--- config.mk ---
export PLATFORM = sky130hd
export DESIGN_NAME = dot_scoreboard
export DESIGN_NICKNAME = d
export VERILOG_FILES = /design/src/rtl/dot_scoreboard.sv
export SDC_FILE = /design/constraint.sdc
export NUM_CORES = 1
export LEC_CHECK = 0
export BUFFER_PORTS_ARGS = -buffer_cell sky130_fd_sc_hd__buf_2
export CAP_MARGIN = 25
export CORE_MARGIN = 1.5
export CORE_UTILIZATION = 57
export DETAILED_ROUTE_END_ITERATION = 7
export GPL_ROUTABILITY_DRIVEN = 0
export PLACE_DENSITY = 0.81
export REMOVE_ABC_BUFFERS = 1
export SLEW_MARGIN = 20
export SYNTH_ARGS = -nofsm -noshare
export SYNTH_HDL_FRONTEND = slang
export SYNTH_SLANG_ARGS = --single-unit
--- constraint.sdc ---
create_clock -name Clk -period 6.53 [get_ports Clk]
set_input_delay 0.653 -clock Clk [delete_from_list [all_inputs] [get_ports Clk]]
set_output_delay 0.653 -clock Clk [all_outputs]
set_load 0.01 [all_outputs]
--- src/rtl/dot_scoreboard.sv ---
// dot_scoreboard
//   Scans the per-dot eaten flags once per frame. Each dot that is newly
//   eaten adds points to a saturating BCD score and decrements the count of
//   dots left. When the board is empty the block raises level_clear, waits
//   for level_ack, and then drives dots_restore to re-arm every dot.
//
//   Optional feature macro: POWER_DOT_EN
//     defined   -> adds POWER_MASK / POWER_POINTS parameters and a
//                  power_pulse output; masked dots score POWER_POINTS.
//     undefined -> every dot scores DOT_POINTS.
//
//   Ports:
//     Clk           system clock
//     Reset_n       asynchronous active-low reset
//     eaten         per-dot eaten flags (synchronous to Clk)
//     frame_tick    one-cycle pulse at frame start; starts a scan from IDLE
//     level_ack     game FSM acknowledges level clear (used in CLEAR only)
//     score_bcd     BCD score, digit 0 in bits [3:0]
//     dots_left     number of dots not yet counted as eaten
//     eat_pulse     one-cycle pulse per newly counted dot
//     power_pulse   (POWER_DOT_EN) pulse with eat_pulse for power dots
//     level_clear   high while in CLEAR
//     dots_restore  high while in RESTORE
//     busy          high whenever the FSM is not IDLE
//     state_o       FSM state (0 IDLE, 1 SCAN, 2 CLEAR, 3 RESTORE)
//
//   Handshake: frame_tick and level_ack are sampled as single-cycle pulses
//   and are only acted on in IDLE and CLEAR respectively; in any other state
//   they are dropped, never queued.
module dot_scoreboard #(
  parameter int NUM_DOTS       = 64,
  parameter int DOT_POINTS     = 10,
  parameter int SCORE_DIGITS   = 5,
  parameter int RESTORE_CYCLES = 2
`ifdef POWER_DOT_EN
  ,
  parameter logic [NUM_DOTS-1:0] POWER_MASK = '0,
  parameter int POWER_POINTS = 50
`endif
) (
  input  logic                              Clk,
  input  logic                              Reset_n,
  input  logic [NUM_DOTS-1:0]               eaten,
  input  logic                              frame_tick,
  input  logic                              level_ack,
  output logic [4*SCORE_DIGITS-1:0]         score_bcd,
  output logic [$clog2(NUM_DOTS+1)-1:0]     dots_left,
  output logic                              eat_pulse,
`ifdef POWER_DOT_EN
  output logic                              power_pulse,
`endif
  output logic                              level_clear,
  output logic                              dots_restore,
  output logic                              busy,
  output logic [1:0]                        state_o
);

  localparam int CW = $clog2(NUM_DOTS + 1);
  localparam int IW = $clog2(NUM_DOTS);
  localparam int SW = 4 * SCORE_DIGITS;
  localparam int RW = $clog2(RESTORE_CYCLES + 1);

  localparam logic [3:0] DOT_ONES = 4'(DOT_POINTS % 10);
  localparam logic [3:0] DOT_TENS = 4'(DOT_POINTS / 10);
`ifdef POWER_DOT_EN
  localparam logic [3:0] PWR_ONES = 4'(POWER_POINTS % 10);
  localparam logic [3:0] PWR_TENS = 4'(POWER_POINTS / 10);
`endif

  typedef enum logic [1:0] {
    IDLE    = 2'd0,
    SCAN    = 2'd1,
    CLEAR   = 2'd2,
    RESTORE = 2'd3
  } state_e;

  state_e              state_q, state_d;
  logic [IW-1:0]       idx_q, idx_d;
  logic [NUM_DOTS-1:0] seen_q, seen_d;
  logic [SW-1:0]       score_q, score_d;
  logic [CW-1:0]       dots_left_q, dots_left_d;
  logic [RW-1:0]       rcnt_q, rcnt_d;
  logic                eat_q, eat_d;
`ifdef POWER_DOT_EN
  logic                pwr_q, pwr_d;
`endif
  logic                hit;
  logic [3:0]          add_ones, add_tens;

  // Ripple-carry BCD add of a two-digit constant; a carry out of the top
  // digit means the true score no longer fits, so it pins at all-9s.
  function automatic logic [SW-1:0] bcd_add(input logic [SW-1:0] a,
                                            input logic [3:0] ones,
                                            input logic [3:0] tens);
    logic [SW-1:0] r;
    logic [4:0]    s;
    logic [3:0]    addend;
    logic          c;
    r = '0;
    c = 1'b0;
    for (int i = 0; i < SCORE_DIGITS; i++) begin
      addend = (i == 0) ? ones : ((i == 1) ? tens : 4'd0);
      s = {1'b0, a[4*i +: 4]} + {1'b0, addend} + {4'd0, c};
      if (s > 5'd9) begin
        r[4*i +: 4] = 4'(s - 5'd10);
        c = 1'b1;
      end else begin
        r[4*i +: 4] = s[3:0];
        c = 1'b0;
      end
    end
    if (SCORE_DIGITS == 1 && tens != 4'd0) c = 1'b1;
    if (c) r = {SCORE_DIGITS{4'd9}};
    return r;
  endfunction

  always_comb begin
`ifdef POWER_DOT_EN
    add_ones = POWER_MASK[idx_q] ? PWR_ONES : DOT_ONES;
    add_tens = POWER_MASK[idx_q] ? PWR_TENS : DOT_TENS;
`else
    add_ones = DOT_ONES;
    add_tens = DOT_TENS;
`endif
  end

  always_comb begin
    state_d     = state_q;
    idx_d       = idx_q;
    seen_d      = seen_q;
    score_d     = score_q;
    dots_left_d = dots_left_q;
    rcnt_d      = rcnt_q;
    eat_d       = 1'b0;
`ifdef POWER_DOT_EN
    pwr_d       = 1'b0;
`endif
    hit         = 1'b0;
    case (state_q)
      IDLE: begin
        if (frame_tick) begin
          state_d = SCAN;
          idx_d   = '0;
        end
      end
      SCAN: begin
        // seen gates the count, so a flag that stays high is counted once
        // and a flag that falls is simply ignored.
        hit = eaten[idx_q] & ~seen_q[idx_q];
        if (hit) begin
          seen_d[idx_q] = 1'b1;
          score_d       = bcd_add(score_q, add_ones, add_tens);
          dots_left_d   = dots_left_q - CW'(1);
          eat_d         = 1'b1;
`ifdef POWER_DOT_EN
          pwr_d         = POWER_MASK[idx_q];
`endif
        end
        if (idx_q == IW'(NUM_DOTS - 1)) begin
          idx_d   = '0;
          // Decide on the post-update count so the last dot can clear the board.
          state_d = (dots_left_d == '0) ? CLEAR : IDLE;
        end else begin
          idx_d = idx_q + IW'(1);
        end
      end
      CLEAR: begin
        if (level_ack) begin
          state_d     = RESTORE;
          seen_d      = '0;
          dots_left_d = CW'(NUM_DOTS);
          rcnt_d      = RW'(RESTORE_CYCLES - 1);
        end
      end
      RESTORE: begin
        if (rcnt_q == '0) state_d = IDLE;
        else              rcnt_d  = rcnt_q - RW'(1);
      end
      default: state_d = IDLE;
    endcase
  end

  always_ff @(posedge Clk or negedge Reset_n) begin
    if (!Reset_n) begin
      state_q     <= IDLE;
      idx_q       <= '0;
      seen_q      <= '0;
      score_q     <= '0;
      dots_left_q <= CW'(NUM_DOTS);
      rcnt_q      <= '0;
      eat_q       <= 1'b0;
`ifdef POWER_DOT_EN
      pwr_q       <= 1'b0;
`endif
    end else begin
      state_q     <= state_d;
      idx_q       <= idx_d;
      seen_q      <= seen_d;
      score_q     <= score_d;
      dots_left_q <= dots_left_d;
      rcnt_q      <= rcnt_d;
      eat_q       <= eat_d;
`ifdef POWER_DOT_EN
      pwr_q       <= pwr_d;
`endif
    end
  end

  // A hit with nothing left to eat would mean seen[] and dots_left disagree.
  a_no_underflow: assert property (@(posedge Clk) disable iff (!Reset_n)
    !(hit && dots_left_q == '0));

  assign score_bcd    = score_q;
  assign dots_left    = dots_left_q;
  assign eat_pulse    = eat_q;
`ifdef POWER_DOT_EN
  assign power_pulse  = pwr_q;
`endif
  // Decoded straight from the state register so they drop with reset.
  assign level_clear  = (state_q == CLEAR);
  assign dots_restore = (state_q == RESTORE);
  assign busy         = (state_q != IDLE);
  assign state_o      = state_q;

endmodule

==> results of run 1 <==
[cell usage after synthesis, types with 9 or more instances]
cell type,instances,area share
a31oi_1,16,0.016
nor2b_1,9,0.0092
clkbuf_1,22,0.013
a22o_1,9,0.013
ha_1,15,0.031
o21a_1,65,0.079
dfrtp_1,101,0.41
nand2_1,53,0.032
a21oi_1,13,0.011
buf_2,19,0.015
mux4_2,11,0.040
nand3_1,15,0.012
nor2_1,25,0.015
mux2i_1,35,0.057
o21ai_0,40,0.033
nor3_1,69,0.056
inv_1,22,0.013
[layer usage]
| metal | wire [um] | vias up | GRT usage |
|---|---|---|---|
| li1 | - | 2513 | - |
| met1 | 6499 | 2671 | 0.3725 |
| met2 | 7627 | 198 | 0.4565 |
| met3 | 970 | 21 | 0.04073 |
| met4 | 316 | 0 | 0.1152 |
| met5 | 0 | - | 0 |
[cell usage in the layout, fill, tap and decap left out, types with 3 or more instances in the layout]
cell,Yosys,routed
ha_1,15,15
nand2b_1,5,5
o31ai_1,8,8
a22oi_1,8,8
nand4_1,3,3
dfrtp_1,101,100
a31oi_1,16,16
nand3_1,15,15
or3b_2,6,6
and2_1,6,6
mux4_2,11,11
buf_2,19,99
a311oi_1,3,3
nor3b_1,3,3
o21ai_0,40,40
o211ai_1,3,3
a211oi_1,4,4
clkbuf_8,0,9
clkinvlp_4,0,3
nand3b_1,6,6
mux2i_1,35,35
inv_1,22,22
nor2b_1,9,9
xnor2_1,8,8
buf_4,6,8
o22a_1,4,4
a21oi_1,13,13
o21a_1,65,65
nand2_1,53,52
nor3_1,69,69
nor2_1,25,25
or3_1,4,4
a22o_1,9,9
[report_power, final]
group	internal [mW]	switching (mW)
Combinational	0.528	0.951
Sequential	0.781	0.143
Clock	0.143	0.240
Total	1.45	1.33
[state kept, by name, summed over array words and instances (netlist names), named ones only]
| name | flops |
|---|---|
| state_o | 1 |
| rcnt_q | 2 |
| idx_q | 6 |
| seen_q | 64 |
| eat_pulse | 1 |
| score_bcd | 20 |
| dots_left | 7 |
[how the worst max path moves through the flow]
| stage | to | slack, ns | cells after the start |
|---|---|---|---|
| floorplan | score_bcd[1] | 1.01 | 31 |
| global placement | score_bcd[2] | 1.13 | 32 |
| detailed placement | score_bcd[1] | 0.65 | 32 |
| CTS | score_bcd[1] | 0.62 | 32 |
| global route | score_bcd[1] | 0.04 | 32 |
| finish | score_bcd[1] | 0.52 | 32 |
[final cells by class]
type | count | area, um2 | share of cell area
Timing Repair Buffer | 108 | 575.6 | 0.08413
Inverter | 22 | 82.58 | 0.01207
Sequential cell | 102 | 2555 | 0.3734
Clock buffer | 9 | 123.9 | 0.01811
Multi-Input combinational cell | 475 | 3278 | 0.4792
Clock inverter | 7 | 56.30 | 0.008230
Tap cell | 136 | 170.2 | 0.02487
[cell families (layout without fill, tap and decap cells)]
kind of cell               Yosys count  count (layout)
and+or+nand+nor                    218             218
AOI/OAI and AO/OA                  187             187
DFF                                102             102
buffers and inverters               72             146
muxes                               47              47
adders and majority gates           15              15
xor gates and xnor gates             8               8
[per-stage QoR]
stage / setup slack (ns) / power [mW]
6_report: 0.5170 / 2.786
5_1_grt: 0.04274 / 2.958
4_1_cts: 0.6158 / 2.749
3_5_place_dp: 0.6495 / 2.370
3_3_place_gp: 1.127 / 2.318
2_1_floorplan: 1.005 / 1.933
[worst max-delay path, delay by kind of cell (launching register included)]
kind | cells | cell delay (ns)
flip-flops | 1 | 0.43
AO/OA/AOI/OAI | 10 | 1.66
AND/OR/NAND/NOR | 7 | 0.77
buffers and inverters | 7 | 0.89
adder cells (fa/ha/maj) | 8 | 2.15
==> results, run 1 <==
- The core region is 0.01037 mm2.
- The critical path required time is 6.81 ns.
- The clock tree root driver cell is clkbuf_8.
- The XOR/XNOR share of the synthesized area is 0.01141.
- The buffer depth of the longest clock path is 2.
- The share of the Yosys chip area taken by registers is 0.4159.
- For the worst flop-to-flop path, the logic depth is 32.
- Final hold analysis gives a worst-case slack of 0.1825 ns.
- The mux cell area share after synthesis is 0.09923.
- The mean post-synth cell area is 9.462 um2.
- The most numerous cell type found on the critical path is ha_1.
- The share of cells above drive strength 1 is 0.2089.
- The analysis attributes to cell leakage a power of 2.999 nW.
- Setup repair after global routing left no endpoint under its margin.
- Dividing the detail-routed via count by the number of cells gives 6.290.
- The first routing iteration left 412 violations.
- The aggregate routed wire length is 15410 um.
- The number of buffers inserted for hold repair after clock tree synthesis is 0.
- The via count of the first global-routing pass is 5130.
- The count of final max-slew check failures came to 0.
- In this run, synthesis produced a sequential element count of 102.
- Based on the critical path, the design can be clocked at up to 0.1663 GHz.
- The die is 106.8 um wide.
- The total congestion overflow is 0.
- The largest single stage delay on the critical path is 0.43 ns.
- The clock reaches the later pin of the worst-skew pair after 0.39 ns.
- In the synthesized netlist, the number of instances is 649.
- The count of unresolved DRC violations after routing is 0.
- The net count of the finished layout is 801.
- In this run the worst path has a maximum fanout of 11.
- The routed length per placed instance is 17.94 um.
- The smallest clock period supported by the final layout is computed as 6.013 ns.
- The count of cells resized by post-cts repair is 0.
- In this run the critical register-to-register path is captured at score_bcd[1].
- The cell area after synthesis is 0.006141 mm2.
- Detailed placement ended at an HPWL of 10240 um.
- The startpoint identified for the worst register-to-register timing path is score_bcd[1].
- The worst slew margin relative to its limit is 0.3450.
- TritonCTS built the clock tree.
- The largest individual stage delay along the critical path comes from the cell dfrtp_1.
- Of the total synthesized cell area, the portion taken by full adders, half adders and majority gates is 0.03056.
- The standard-cell row count is 37.
- The first-pass GRT wire length is 25010 um.
- The detail route stage leaves a number of antenna-violating nets equal to 0.
- Synthesis instantiated 55 different standard cells from the library.
- Once placement completed, the tool counted placed cells totaling 842.
- The number of clock buffers inserted by TritonCTS is 9.
- The start point of the critical path is score_bcd[1].
- The total vias in the final route is 5403.
- The largest family of logic cells by synthesized area is compound AO/OA/AOI/OAI gates.
- The area fraction in and, or, nand and nor cells after synthesis is 0.1828.
- The final core area utilization is 0.6597.
- The flow ran to the end, and the final reports show no timing, DRC or antenna violations.
- The count of fill cells added during filler insertion is 831.
- The floorplan die height is 106.8 um.
- The post-synthesis compound-gate area fraction is 0.2086.
- For this run, the total global-route usage over all layers was measured as 0.2787.
- The worst clock skew is 0.01614 ns.
- In this run the cell area measured after placement is 0.006641 mm2.
- The kind of end point of the critical path is a flip-flop.
- The peak ir drop on the vdd network is 0.3248 mV.
- The class of the worst hold path is in -> async.
- The number of synthesized flops with an enable pin is 0.
- Dividing the final minimum period by the clock period gives 0.9208.
- Counting every sink on the clock net gives 102.
- The quantity of I/O buffers inserted on ports is 100.
- Max-cap violations in this run came to 0.
- The transition time at the pin with the least slew margin is 0.9805 ns.
- Summed over all failing endpoints, the final setup total negative slack is 0 ns.
- The summed area of non-filler cells in the final layout is 0.006842 mm2.
- The final hold violation count is 0.
- The pin count of the biggest net entering global routing is 88.
- After synthesis, the share of flip-flops with an asynchronous set or reset is 1.000.
- After clock tree synthesis, the clock-pin slew on the worst setup and hold paths is 0.11 ns.
- The detailed-router iteration count before antenna repair is 5.
- The critical path arrival is 6.29 ns.
- The most used flip-flop cell after synthesis is dfrtp_1.
- The floorplan step defined a die boundary enclosing 0.01141 mm2.
- The ratio of total power to cell area is 407.2 mW/mm2.
- The kind of start point of the critical path is a flip-flop.
- Setup violations remaining at the end of the flow were counted as 0.
- Once the clock tree was built, the setup fixing pass inserted 0 buffers.
- The number of antenna repair diodes is 0.
- Pin placement for this block handled 101 I/O pins.
- The maximum level of the CTS H-tree is 3.
- The path type of the worst setup path is reg -> reg.
- The number of antenna violations at the first check in global routing is 0.
- The filler-free cell count of the finished design is 859.
- For this run, the number of Yosys warnings is 0.
- The layout overhead on the synthesized area is 11.41%.
- For this configuration, the core starts out at a cell density of 0.5922.
- The slack of the worst reg-to-reg path is 0.52 ns.
Note: power is estimated with default switching activity, not from simulation.
==> inputs of run 2 (changes only) <==
- BUFFER_PORTS_ARGS: -buffer_cell sky130_fd_sc_hd__buf_2 -> -buffer_cell sky130_fd_sc_hd__clkbuf_2
==> run 2 against run 1 <==
Compared with the run above: global-route usage decreased by 0.057 points; first-iteration DRC count up 6.3%; fmax is 2.6% higher; routed wire length up 0.47%; clock-buffer cell count increased by 2; setup slack improved by 0.15 ns; design area rose by 0.11%; clock power grew 7.8%; sequential power up 0.9%; hold slack about the same; register-to-register slack improved by 0.15 ns.
==> results, run 2 (synthesis gave the netlist of run 1 again) <==
- The buffer depth of the longest clock path is 2.
- The width of the die is 106.8 um.
- The worst clock skew is 0.01341 ns.
- In the global route stage, overall resource usage came out at 0.2781.
- The share of cells above drive strength 1 is 0.2075.
- The TritonCTS clock tree is done.
- The first-pass GRT wire length is 25070 um.
- The overall power consumption is 2.794 mW.
- The total vias in the final route is 5404.
- After detailed routing, the average wire length per cell comes to 18.03 um.
- The family with the most delay on the worst path is adder cells.
- Buffers placed on the I/O ports in this run total 100.
- The number of antenna violations at the first check in global routing came to 0.
- In this run, CTS created clock tree buffers numbering 9.
- STA classifies the critical path startpoint as a flip-flop.
- The number of buffers and inverters on the critical path is 6.
- Clock tree synthesis found a total of 102 sinks.
- Counting cells, the worst reg-to-reg path comes to 32.
- For this configuration, the core starts out at a cell density of 0.5922.
- The mean number of vias per cell is 6.291.
- The cell sitting at the root of the clock tree is a clkbuf_8.
- In this run, post-CTS repair resized a total of 0 instances.
- The filler-free cell count of the finished design is 859.
- The standard-cell row count is 37.
- In the routed design, unresolved DRC markers number 0.
- The aggregate routed wire length is 15490 um.
- The library cell used most frequently in the layout, excluding fill and tap cells, is dfrtp_1.
- STA classifies the critical path endpoint as a flip-flop.
- The final hold violation count is 0.
- The critical path arrival is 6.16 ns.
- The number of buffers inserted to repair setup after CTS is 0.
- The first routing iteration left 438 violations.
- The peak ir drop on the vdd network is 0.4131 mV.
- The highest achievable clock rate is 0.1706 GHz.
- The final core area utilization is 0.6605.
- The cell occurring most often along the worst timing path is ha_1.
- Fill cells in the final layout number 813.
- From synthesis to final layout, the design area changed by 11.53%.
- The final worst-path cycle share is 0.8977.
- The via count of the first global-routing pass was 5139.
- The detailed-router iteration count before antenna repair is 5.
- The register with the highest flop count is seen_q.
- The transition time at the pin with the least slew margin is 0.9176 ns.
- The cell count along the critical path is 32.
- Along the worst path, the maximum fanout reaches 11.
- The clock-pin slew reported for the worst setup and hold paths after clock tree synthesis is 0.11 ns.
- The critical path required time is 6.83 ns.
- The maximum level of the CTS H-tree is 3.
- The number of antenna repair diodes is 0.
- The detail route stage leaves a number of antenna-violating nets equal to 0.
- The flow ran to the end, and the final reports show no timing, DRC or antenna violations.
- 101 I/O pins were placed.
- Setup repair after global routing left no endpoint under its margin.
- Power spread over the standard cell area amounts to 407.9 mW/mm2.
- The flip-flop count of the largest register, all copies and words added is 64.
- By startpoint and endpoint, the worst setup path is classified as reg -> reg.
- The core area is 0.01037 mm2.
- The worst hold slack across all endpoints is 0.1824 ns.
- The cell count after placement is 843.
- The total negative setup slack is 0 ns.
- Setup violations remaining at the end of the flow were counted as 0.
- In this design, the stage delay of the slowest critical-path cell is 0.43 ns.
- In the layout the commonest cells are dfrtp_1 (100), clkbuf_2 (99), nor3_1 (69).
- The minimum clock period after layout is 5.862 ns.
- The floorplan die height is 106.8 um.
- In this run the worst hold path is classified as in -> async.
- The worst slew margin relative to its limit is 0.3870.
- The count of final max-slew check failures was 0.
- The launch point of the worst reg-to-reg path is score_bcd[2].
- The final layout contains 801 nets.
- Max-cap violations in this run came to 0.
- The slack of the worst reg-to-reg path is 0.67 ns.
- The clock network latency to the later pin of the worst-skew pair is 0.38 ns.
- Summed over all cells, the static leakage comes to 3.003 nW.
- For this design, the slowest cell found on the critical path is dfrtp_1.
- Entering global routing, the biggest net connects 88 pins.
- The total congestion overflow is 0.
- The reg-to-reg critical path endpoint is score_bcd[1].
- The HPWL after detailed placement is 10420 um.
- The area of the die is 0.01141 mm2.
- Buffers inserted to repair hold after CTS numbered 0.
[run 2: how the worst max path moves through the flow]
stage                 start      endpoint  slack (ns)
5_1_grt        score_bcd[2]  score_bcd[2]        0.04
2_1_floorplan  score_bcd[2]  score_bcd[1]        1.01
3_5_place_dp   score_bcd[2]  score_bcd[2]        0.67
6_report       score_bcd[2]  score_bcd[1]        0.67
4_1_cts        score_bcd[2]  score_bcd[1]        0.61
3_3_place_gp   score_bcd[2]  score_bcd[2]        1.12
[run 2: worst register-to-register path, delay by kind of cell (launching register included)]
| kind | cells | cell delay [ns] |
|---|---|---|
| AND/OR/NAND/NOR | 8 | 0.96 |
| buffers and inverters | 6 | 0.77 |
| AO/OA/AOI/OAI | 10 | 1.48 |
| flip-flops | 1 | 0.43 |
| adder cells (fa/ha/maj) | 8 | 2.15 |
[run 2: metal layers]
| metal | vias to the layer above | global-route usage | routed length [um] |
|---|---|---|---|
| li1 | 2522 | - | - |
| met1 | 2629 | 0.3635 | 6487 |
| met2 | 233 | 0.4771 | 7665 |
| met3 | 20 | 0.04195 | 1106 |
| met4 | 0 | 0.08667 | 226 |
| met5 | - | 0 | 0 |
[run 2: per-stage QoR]
step	setup slack, ns	instance area (um2)
floorplan	1.005	5907
global placement	1.120	6644
detailed placement	0.6713	6649
CTS	0.6135	6849
global route	0.04085	6849
finish	0.6683	6849
[run 2: where the power goes]
group | internal (mW) | switching, mW | total, mW
Sequential | 0.781 | 0.151 | 0.932
Clock | 0.188 | 0.225 | 0.413
Combinational | 0.520 | 0.929 | 1.45
Total | 1.49 | 1.31 | 2.79
[run 2: area by class of cell]
| class | instances | area [um2] | share of cell area |
|---|---|---|---|
| clock inverters | 5 | 58.81 | 0.008586 |
| multi-input cells | 475 | 3278 | 0.4786 |
| inverters | 22 | 82.58 | 0.01206 |
| repair buffers | 108 | 563.0 | 0.08221 |
| clock buffers | 11 | 141.4 | 0.02064 |
| well taps | 136 | 170.2 | 0.02484 |
| flip-flops and latches | 102 | 2555 | 0.3730 |
